$ cat config.mk
export PLATFORM = sky130hd
export DESIGN_NAME = irq_pc_redirect
export DESIGN_NICKNAME = d
export VERILOG_FILES = /design/src/rtl/irq_pc_redirect_pkg.sv /design/src/rtl/irq_pc_redirect_prio_enc.sv /design/src/rtl/irq_pc_redirect.sv
export SDC_FILE = /design/constraint.sdc
export NUM_CORES = 1
export LEC_CHECK = 0
export ABC_AREA = 1
export CAP_MARGIN = 15
export CORE_AREA = 2 2 80 82
export CTS_CLUSTER_DIAMETER = 30
export CTS_CLUSTER_SIZE = 8
export DETAILED_ROUTE_END_ITERATION = 12
export DIE_AREA = 0 0 82 84
export PLACE_DENSITY = 0.77
export SLEW_MARGIN = 10
export SYNTH_ARGS = -nofsm -noshare
export SYNTH_HDL_FRONTEND = slang
export SYNTH_SLANG_ARGS = --single-unit
$ cat constraint.sdc
create_clock -name clk -period 2.3 [get_ports clk]
set_clock_uncertainty 0.2 [all_clocks]
set_input_delay 0.46 -clock clk [delete_from_list [all_inputs] [get_ports clk]]
set_output_delay 0.46 -clock clk [all_outputs]
set_load 0.1 [all_outputs]
$ cat src/rtl/irq_pc_redirect_pkg.sv
// irq_pc_redirect_pkg
// Shared definitions for the interrupt PC-redirect sequencer: the next-PC mux
// select encodings, the sequencer state type, and a helper that maps a state
// to the select it drives.
package irq_pc_redirect_pkg;

  // Next-PC mux select values. Encoding 2'b01 is reserved and never driven.
  localparam logic [1:0] PCSEL_SEQ = 2'b00;
  localparam logic [1:0] PCSEL_VEC = 2'b10;
  localparam logic [1:0] PCSEL_EPC = 2'b11;

  typedef enum logic [1:0] {
    IDLE    = 2'd0,
    TAKE    = 2'd1,
    HANDLER = 2'd2,
    RETURN  = 2'd3
  } state_t;

  // The mux select is a pure function of the sequencer state, so the PC
  // redirect is glitch-free and always lines up with the state register.
  function automatic logic [1:0] pc_sel_for(state_t s);
    logic [1:0] sel;
    sel = PCSEL_SEQ;
    case (s)
      TAKE:    sel = PCSEL_VEC;
      RETURN:  sel = PCSEL_EPC;
      default: sel = PCSEL_SEQ;
    endcase
    return sel;
  endfunction

endpackage

$ cat src/rtl/irq_pc_redirect_prio_enc.sv
// irq_prio_enc
// Combinational lowest-index-wins priority encoder for the interrupt lines.
// Ports:
//   req   in  NIRQ  eligible request vector
//   valid out 1     at least one request present
//   idx   out 3     index of the lowest set bit (0 when none)
module irq_prio_enc #(
  parameter int NIRQ = 4
) (
  input  logic [NIRQ-1:0] req,
  output logic            valid,
  output logic [2:0]      idx
);

  // Scan from the top down so the last assignment, and therefore the winner,
  // is the lowest-numbered set line.
  always_comb begin
    valid = |req;
    idx   = 3'd0;
    for (int i = NIRQ - 1; i >= 0; i--) begin
      if (req[i]) begin
        idx = 3'(i);
      end
    end
  end

endmodule

$ cat src/rtl/irq_pc_redirect.sv
// irq_pc_redirect
// Interrupt sequencer that drives the CPU's next-PC 4:1 mux select and
// supplies the handler vector and saved EPC as two of the mux data inputs.
// External interrupt edges are latched into pending, filtered by the mask and
// global enable, and the lowest-index eligible line is taken.
// Ports:
//   clk        in  1        rising-edge clock
//   rst_n      in  1        asynchronous active-low reset
//   irq        in  NIRQ     level request lines, synchronous to clk
//   stall      in  1        pipeline hold; freezes any redirect in progress
//   pc_next    in  WIDTH    fetch address the datapath would use next
//   eret       in  1        decoded ERET
//   mask_we    in  1        mask/enable register write strobe
//   mask_wdata in  NIRQ+1   {global IE, per-line enables}
//   pc_sel     out 2        next-PC mux select (00 seq, 10 vector, 11 EPC)
//   vector     out WIDTH    handler entry address (constant)
//   epc        out WIDTH    saved return address
//   cause      out 3        index of the last taken interrupt
//   in_handler out 1        high from the take until the ERET redirect
//   pending    out NIRQ     latched, not-yet-serviced requests
module irq_pc_redirect
  import irq_pc_redirect_pkg::*;
#(
  parameter int               WIDTH        = 32,
  parameter int               NIRQ         = 4,
  parameter logic [WIDTH-1:0] HANDLER_ADDR = 32'h0000_0800
) (
  input  logic             clk,
  input  logic             rst_n,
  input  logic [NIRQ-1:0]  irq,
  input  logic             stall,
  input  logic [WIDTH-1:0] pc_next,
  input  logic             eret,
  input  logic             mask_we,
  input  logic [NIRQ:0]    mask_wdata,
  output logic [1:0]       pc_sel,
  output logic [WIDTH-1:0] vector,
  output logic [WIDTH-1:0] epc,
  output logic [2:0]       cause,
  output logic             in_handler,
  output logic [NIRQ-1:0]  pending
);

  state_t          state;
  state_t          state_nxt;
  logic [NIRQ-1:0] irq_q;
  logic [NIRQ-1:0] rise;
  logic [NIRQ-1:0] mask_en;
  logic            ie;
  logic [NIRQ-1:0] eligible;
  logic [NIRQ-1:0] clr_mask;
  logic            win_valid;
  logic [2:0]      win_idx;
  logic            take;
  logic            ret_start;

  assign rise     = irq & ~irq_q;
  assign eligible = ie ? (pending & mask_en) : '0;

  irq_prio_enc #(
    .NIRQ (NIRQ)
  ) u_prio_enc (
    .req   (eligible),
    .valid (win_valid),
    .idx   (win_idx)
  );

  // Next-state logic. A take only starts from IDLE on an unstalled cycle with
  // no ERET present; every other state simply holds while stall is high.
  always_comb begin
    state_nxt = state;
    take      = 1'b0;
    ret_start = 1'b0;
    case (state)
      IDLE: begin
        if (!stall && win_valid && !eret) begin
          take      = 1'b1;
          state_nxt = TAKE;
        end
      end
      TAKE: begin
        if (!stall) begin
          state_nxt = HANDLER;
        end
      end
      HANDLER: begin
        if (eret && !stall) begin
          ret_start = 1'b1;
          state_nxt = RETURN;
        end
      end
      RETURN: begin
        if (!stall) begin
          state_nxt = IDLE;
        end
      end
      default: state_nxt = IDLE;
    endcase
  end

  // One-hot clear of the winning pending bit, only on the take cycle.
  always_comb begin
    clr_mask = '0;
    for (int i = 0; i < NIRQ; i++) begin
      clr_mask[i] = take && (win_idx == 3'(i));
    end
  end

  always_ff @(posedge clk or negedge rst_n) begin
    if (!rst_n) begin
      state <= IDLE;
    end else begin
      state <= state_nxt;
    end
  end

  // Edge capture. The rise term is OR-ed in after the clear so that a new
  // edge arriving on the same cycle its line is serviced is never dropped.
  always_ff @(posedge clk or negedge rst_n) begin
    if (!rst_n) begin
      irq_q   <= '0;
      pending <= '0;
    end else begin
      irq_q   <= irq;
      pending <= (pending & ~clr_mask) | rise;
    end
  end

  // Mask/enable register. Software writes land first; a take then forces IE
  // off (overriding a written IE in the same cycle) and the ERET redirect
  // turns it back on. Nothing new is taken until the sequencer is back in IDLE.
  always_ff @(posedge clk or negedge rst_n) begin
    if (!rst_n) begin
      mask_en <= '0;
      ie      <= 1'b0;
    end else begin
      if (mask_we) begin
        mask_en <= mask_wdata[NIRQ-1:0];
        ie      <= mask_wdata[NIRQ];
      end
      if (take) begin
        ie <= 1'b0;
      end else if (ret_start) begin
        ie <= 1'b1;
      end
    end
  end

  // Return address and cause are captured only at a take and otherwise hold,
  // so ERET reads back exactly the address that was interrupted.
  always_ff @(posedge clk or negedge rst_n) begin
    if (!rst_n) begin
      epc   <= '0;
      cause <= 3'd0;
    end else if (take) begin
      epc   <= pc_next;
      cause <= win_idx;
    end
  end

  assign pc_sel     = pc_sel_for(state);
  assign in_handler = (state != IDLE);
  assign vector     = HANDLER_ADDR;

endmodule
Yosys cells after proc, flatten, opt, wreduce, memory -nomap -nowiden. Index checks and enable logic that the tools add are counted.

Flip-flop bits (word level): 50.

Equal/unequal tests: 10. Multiplexer cells: 18. Bitwise logic cells: 6. Reduce and logical (&&, ||, !) cells: 15.

Operators by type and width (count): $mux W2 (8); $and A4 B4 Y4 (3); $ne A2 B2 Y1 const B (4); $not A4 Y4 (2); $pmux W2 S4 (1); $logic_and A1 B1 Y1 (7); $mux W1 (7); $eq A3 B2 Y1 const B (2); $eq A2 B2 Y1 const B (2); $mux W4 (1); $or A4 B4 Y4 (1); $pmux W2 S2 (1); $reduce_and A4 Y1 (1); $reduce_or A4 Y1 (1); $eq A3 B1 Y1 const B (1); $logic_not A3 Y1 (1); $reduce_bool A3 Y1 (1); $eq A2 B1 Y1 const B (1); $logic_not A1 Y1 (2); $logic_not A2 Y1 (1); $reduce_bool A2 Y1 (1).

Logic depth before layout (Yosys ltp). Gate-level depths: netlist of the first run.

Word-level depth: 11. Gate-level depth with buffers: 8. Gate-level depth less buffers: 8.

Modules after synthesis. From an unflattened synthesis of the first run, not the netlist that was laid out.

Cells, all modules: 280. Area total of the unflattened synthesis: 2361.0 µm².

Modules (own cells, without submodules): irq_pc_redirect (times used 1, cells each 269, area each 2303.5 µm²); irq_prio_enc (times used 1, cells each 11, area each 57.6 µm²).

Worst setup path after synthesis of the first run. No wires, ideal clock.

Path type: register to output. From: register state[0]. To: output port pc_sel[1]. Arrival time: 1.763 ns. Required time: 1.640 ns. Path slack: -0.123 ns. Stages on the path, launching flop included: 3. Path buffers: 0. Cells stage by stage: dfrtp_1 -> ha_1 -> or2_2.

Cells in the longest elaborated chain, start to end: 2.

Ends and longest elaborated chain: from (decl) (line irq_pc_redirect.sv:44) `state_t state;`; from (signal assigned) (line irq_pc_redirect.sv:113) `state <= state_nxt;`; $eq A2 B2 Y1 or $eq A2 B1 Y1 (tied branches) (line irq_pc_redirect_pkg.sv:24) `case (s)`; $pmux W2 S2 * (line irq_pc_redirect_pkg.sv:24); to (decl) (line irq_pc_redirect.sv:36) `output logic [1:0] pc_sel,`.

Every way passes the cells marked *; elsewhere a longest branch is shown, timed or not.

Final worst setup path of the first run.
From: register state[1]. To: output port pc_sel[1].

Same word-level chain as after synthesis.

==> flow_summary.json, run 1 <==
{
  "hold_viol": 0,
  "ys_ff_latch": 49,
  "syn_area_um2": 2320,
  "cpMaxStageDelayCell": "dfrtp_1",
  "h-tree-depth": 2,
  "fin_nets": 402,
  "finalSetupTns_ns": 0,
  "period_needed_ns": 2.15,
  "grt_use_total": 0.150,
  "cts_setup_buffers": 0,
  "ant_nets": 0,
  "synth_area_per_cell_um2": 8.90,
  "root_buffer": "clkbuf_8",
  "outcome": "finished clean",
  "grt_max_degree": 27,
  "dieArea_um2": 6890,
  "synth_common_cells": "nand2_1, dfrtp_1, buf_4",
  "synthCells": 261,
  "grt_overflow": 0,
  "vias": 1834,
  "final.fill_count": 561,
  "synth_area_leader_cell": "dfrtp_1",
  "drc_errors": 0,
  "cts_tree": "yes",
  "rsz0062_at_grt": "no",
  "tightestPinTransition_ns": 0.568,
  "synth_cell_types": 22,
  "drt_pass1_iterations": 4,
  "required_ns": 1.64,
  "setup_viol": 0,
  "max-slew-margin-rel": 0.621,
  "synth.yosys.seq_area_share": 0.528,
  "start_util": 0.381,
  "num_io_pins": 120,
  "cp_cell_sequence": "inv_1 -> ha_1 -> or2_2 -> buf_12",
  "die_w_um": 82,
  "drv_cap": 0,
  "drt_iter0_markers": 70,
  "critical_path_arrival_ns": 1.49,
  "crit_path_start_kind": "register",
  "period_share": 0.936,
  "r2r_setup_slack_ns": 0.52,
  "grt_pass1_wl_um": 8090,
  "cts_buffer_depth": 2,
  "end_kind": "output pin",
  "reg2regPathDepth": 8,
  "diodes": 0,
  "worstPathMaxFanout": 4,
  "dp_hpwl_um": 3600,
  "cp_num_buf_inv": 2,
  "hp-class": "reg2reg",
  "critPathKind": "reg2out",
  "synth-edff-count": 0,
  "area_growth_syn_to_layout_pct": 38.5,
  "cts_made_buffers": 5,
  "synth_most_common_cell": "nand2_1",
  "clk_pin_slew_worst_paths_ns": 0.09,
  "port_buffers": 86,
  "grt_pass1_vias": 1802,
  "cp.depth": 4,
  "coreArea_um2": 6100,
  "chipHeight_um": 84,
  "crit_family": "flip-flops",
  "clock_latency_ns": 0.29,
  "slew_viol_final": 0,
  "rows": 29,
  "antenna_found_initial": 0,
  "ys_warn_count": 0,
  "routed_wl_um": 4790,
  "max_stage_delay_ns": 0.42,
  "layout-drive-gt1-share": 0.212,
  "hold_depth": 2,
  "avgRoutedWirePerCell_um": 11.1,
  "clock.fmax_mhz": 465,
  "ys_top_cells_by_area": "dfrtp_1, nand2_1, buf_4",
  "place_congestion": 0.781,
  "ys.flop_type": "dfrtp_1",
  "async_reset_ff_frac": 1.00,
  "synth_top_area_share": 0.528,
  "cts.sinks": 49,
  "post_drt_via_cell_ratio": 4.27
}
## tightest hold or removal path, delay by kind of cell, from the launching register on
family / cells / cell delay (ns)
DFF: 1 / 0.35
and+or+nand+nor: 2 / 0.09
## cells in the final DEF, fill, tap and decap left out, drive strengths merged, types with 4 or more instances in the layout
| master | count |
|---|---|
| buf | 47 |
| clkbuf | 7 |
| clkdlybuf4s50 | 44 |
| conb | 33 |
| dfrtp | 49 |
| ha | 4 |
| inv | 15 |
| mux2 | 4 |
| nand2 | 124 |
| nand3 | 7 |
| nor2 | 4 |
| o21ai | 5 |
## metrics by stage
| stage | std cells | setup WS [ns] | cell area, um^2 | hold slack (ns) | utilization |
|---|---|---|---|---|---|
| finish | 430 | 0.148 | 3220 | 0.280 | 0.528 |
| global route | 430 | 0.0851 | 3220 | 0.307 | 0.528 |
| CTS | 430 | 0.131 | 3220 | 0.286 | 0.528 |
| detailed placement | 421 | 0.223 | 3090 | 0.264 | 0.507 |
| global placement | 421 | 0.264 | 3090 | 0.263 | 0.507 |
| floorplan | 292 | 0.0976 | 2440 | -0.0356 | - |
## state kept, by name (all words and copies together) (netlist names)
register and cells:
cause 2, epc 32, ie 1, irq_q 4
mask_en 4, pending 4, state 2
## cells by family after synthesis
family                   synth area share
AO/OA/AOI/OAI                      0.0210
adder cells (fa/ha/maj)            0.0215
buffers and inverters               0.153
flip-flops                          0.528
multiplexers                       0.0237
other                             0.00323
AND/OR/NAND/NOR                     0.249
## worst paths after layout
| kind | start | endpoint |
|---|---|---|
| worst max-delay path | state[1] | pc_sel[1] |
| min in group asynchronous | rst_n | epc[26] |
| max in group asynchronous | rst_n | state[0] |
| worst min register to register | cause[1] | cause[1] |
| worst max register to register | state[1] | pending[0] |
| worst min-delay path | cause[1] | cause[1] |
## metal layers
metal / part of all wire / wire [um] / up-vias / GRT usage
met4: 0.010 / 50 / 0 / 0.0364
met1: 0.44 / 2090 / 850 / 0.187
met2: 0.48 / 2300 / 69 / 0.254
li1: - / - / 910 / -
met5: 0 / 0 / - / 0
met3: 0.072 / 347 / 5 / 0.0390
## what timing repair did
action | CTS | global route
gates resized for setup | 0 | 0
endpoints found under the hold margin | 23 | 0
hold buffers | 1 | 0
## cell type report
class / instances / area (um^2) / area share
multi-input combinational: 189 / 860 / 0.267
timing repair buffer: 92 / 863 / 0.268
inverter: 15 / 56.3 / 0.0175
clock buffer: 7 / 86.3 / 0.0268
sequential: 49 / 1230 / 0.381
tap: 77 / 96.3 / 0.0299
clock inverter: 1 / 30.0 / 0.00933
Power of run 1 is not shown: default switching activity piles up to over one toggle a cycle in this logic, so the estimate is an artifact.
==> run 2, diff against run 1 <==
--- a/config.mk
+++ b/config.mk
@@ -7,12 +7,14 @@
 export LEC_CHECK = 0
 export ABC_AREA = 1
 export CAP_MARGIN = 15
-export CORE_AREA = 2 2 80 82
+export CELL_PAD_IN_SITES_DETAIL_PLACEMENT = 1
+export CELL_PAD_IN_SITES_GLOBAL_PLACEMENT = 1
+export CORE_AREA = 2 2 95 97
 export CTS_CLUSTER_DIAMETER = 30
 export CTS_CLUSTER_SIZE = 8
 export DETAILED_ROUTE_END_ITERATION = 12
-export DIE_AREA = 0 0 82 84
-export PLACE_DENSITY = 0.77
+export DIE_AREA = 0 0 97 99
+export PLACE_DENSITY = 0.76
 export SLEW_MARGIN = 10
 export SYNTH_ARGS = -nofsm -noshare
 export SYNTH_HDL_FRONTEND = slang
==> run 2 against run 1 <==
Count of clock-buffer cells in the layout down 2. Die area up 39%. Via count grew 1.9%. First-iteration DRC count down 30%. Register-to-register slack lost 0.06 ns.
==> flow_summary.json, run 2 (synthesis results as in run 1) <==
{
  "hold_end": "epc[14]",
  "register_area_um2": 1230,
  "end_kind": "output pin",
  "dp.cells": 451,
  "cts_resized": 0,
  "crit_path_start_kind": "register",
  "start_util": 0.272,
  "diodes": 0,
  "cts_setup_buffers": 0,
  "layout-drive-gt1-share": 0.213,
  "cp_num_buf_inv": 2,
  "rows": 34,
  "grt_max_degree": 37,
  "holdWs_ns": 0.286,
  "crit_family": "flip-flops",
  "final.fill_count": 997,
  "critPathKind": "reg2out",
  "slew_viol_final": 0,
  "worstPathMaxFanout": 4,
  "drt_iter0_markers": 49,
  "drt_pass1_iterations": 4,
  "multi_input_area_um2": 860,
  "max_stage_delay_ns": 0.41,
  "routed_wl_um": 5790,
  "clock_latency_ns": 0.30,
  "antenna_found_initial": 0,
  "layout_commonest_cell": "nand2_1",
  "hold_viol": 0,
  "cts_hold_buf": 1,
  "setup_ws_ns": 0.178,
  "busiest_layer": "met2",
  "cts_buffer_depth": 2,
  "drc_errors": 0,
  "hp-class": "reg2reg",
  "coreArea_um2": 8550,
  "finalSetupTns_ns": 0,
  "globalRouteMet1Util": 0.147,
  "use_met2": 0.221,
  "period_needed_ns": 2.12,
  "outcome": "finished clean",
  "rr_startpoint": "state[0]",
  "root_buffer": "clkbuf_8",
  "place_congestion": 0.750,
  "clk_pin_slew_worst_paths_ns": 0.09,
  "grt_pass1_wl_um": 9730,
  "cts_tree": "yes",
  "grt_pass1_vias": 1989,
  "die_w_um": 97,
  "place_ws_ns": 0.214,
  "dieArea_um2": 9600,
  "post_drt_via_cell_ratio": 4.06,
  "dp_hpwl_um": 4400,
  "clock.fmax_mhz": 471,
  "largest_register": "epc",
  "cts.sinks": 49,
  "gr-usage-met3": 0.0355,
  "rsz0062_at_grt": "no",
  "cpMaxStageDelayCell": "dfrtp_1",
  "area_growth_syn_to_layout_pct": 40.3,
  "chipHeight_um": 99,
  "port_buffers": 86,
  "hold_depth": 2,
  "vias": 1868,
  "grt_use_total": 0.123,
  "drv_cap": 0,
  "cts_made_buffers": 5,
  "largest_reg_flops": 32,
  "hp-start": "epc[14]",
  "stdcell_count": 460,
  "fin_nets": 401,
  "grt_overflow": 0,
  "r2r-end": "epc[30]",
  "cp_cell_sequence": "inv_1 -> ha_1 -> or2_2 -> buf_12",
  "r2r_setup_slack_ns": 0.46,
  "layout_common_cells": "nand2_1, dfrtp_1, clkdlybuf4s50_1",
  "critical_path_arrival_ns": 1.46,
  "reg2regPathDepth": 7,
  "num_io_pins": 120,
  "ant_nets": 0,
  "setup_viol": 0,
  "avgRoutedWirePerCell_um": 12.6,
  "period_share": 0.923,
  "h-tree-depth": 2,
  "required_ns": 1.64
}
==> run 2: routing by layer <==
layer / vias up / share of wire
met1: 898 / 0.42
li1: 905 / -
met3: 2 / 0.060
met4: 0 / 0.0029
met2: 63 / 0.52
met5: - / 0
==> run 2: metrics by stage <==
stage,util,cell area (um^2)
after detailed placement,0.367,3140
after floorplan,-,2440
after global routing,0.381,3260
final,0.381,3260
after CTS,0.381,3260
after global placement,0.367,3140
==> run 2: worst max-delay path by stage <==
stage | slack [ns] | end | from | cells past startpoint
floorplan | 0.1 | epc[10] | pending[2] | 8
global placement | 0.26 | epc[26] | stall | 7
detailed placement | 0.21 | epc[19] | stall | 7
CTS | 0.14 | pc_sel[1] | state[1] | 4
global route | 0.08 | pc_sel[1] | state[1] | 4
finish | 0.18 | pc_sel[1] | state[1] | 4
==> run 2: layout make-up <==
type                            count  area share
Clock buffer                        5      0.0211
Clock inverter                      3      0.0142
Inverter                           15      0.0173
Multi-Input combinational cell    189       0.264
Sequential cell                    49       0.376
Tap cell                          108      0.0414
Timing Repair Buffer               91       0.266
==> run 2: worst register-to-register path: stages (launching register included) <==
cell and delay [ns]:
dfrtp_1 0.43, inv_1 0.10, ha_1 0.23, inv_1 0.15
nor3_4 0.28, buf_12 0.23, nand2_1 0.10, nand2_1 0.07
Power of run 2 is left out for the same reason.
==> run 3, diff against run 2 <==
--- a/config.mk
+++ b/config.mk
@@ -15,7 +15,7 @@
 export DETAILED_ROUTE_END_ITERATION = 12
 export DIE_AREA = 0 0 97 99
 export PLACE_DENSITY = 0.76
-export SLEW_MARGIN = 10
+export SLEW_MARGIN = 25
 export SYNTH_ARGS = -nofsm -noshare
 export SYNTH_HDL_FRONTEND = slang
 export SYNTH_SLANG_ARGS = --single-unit
==> results of run 3 <==
Same layout as run 2: the final DEF is identical, and so are final timing and power.
Power of run 3 is left out for the same reason.
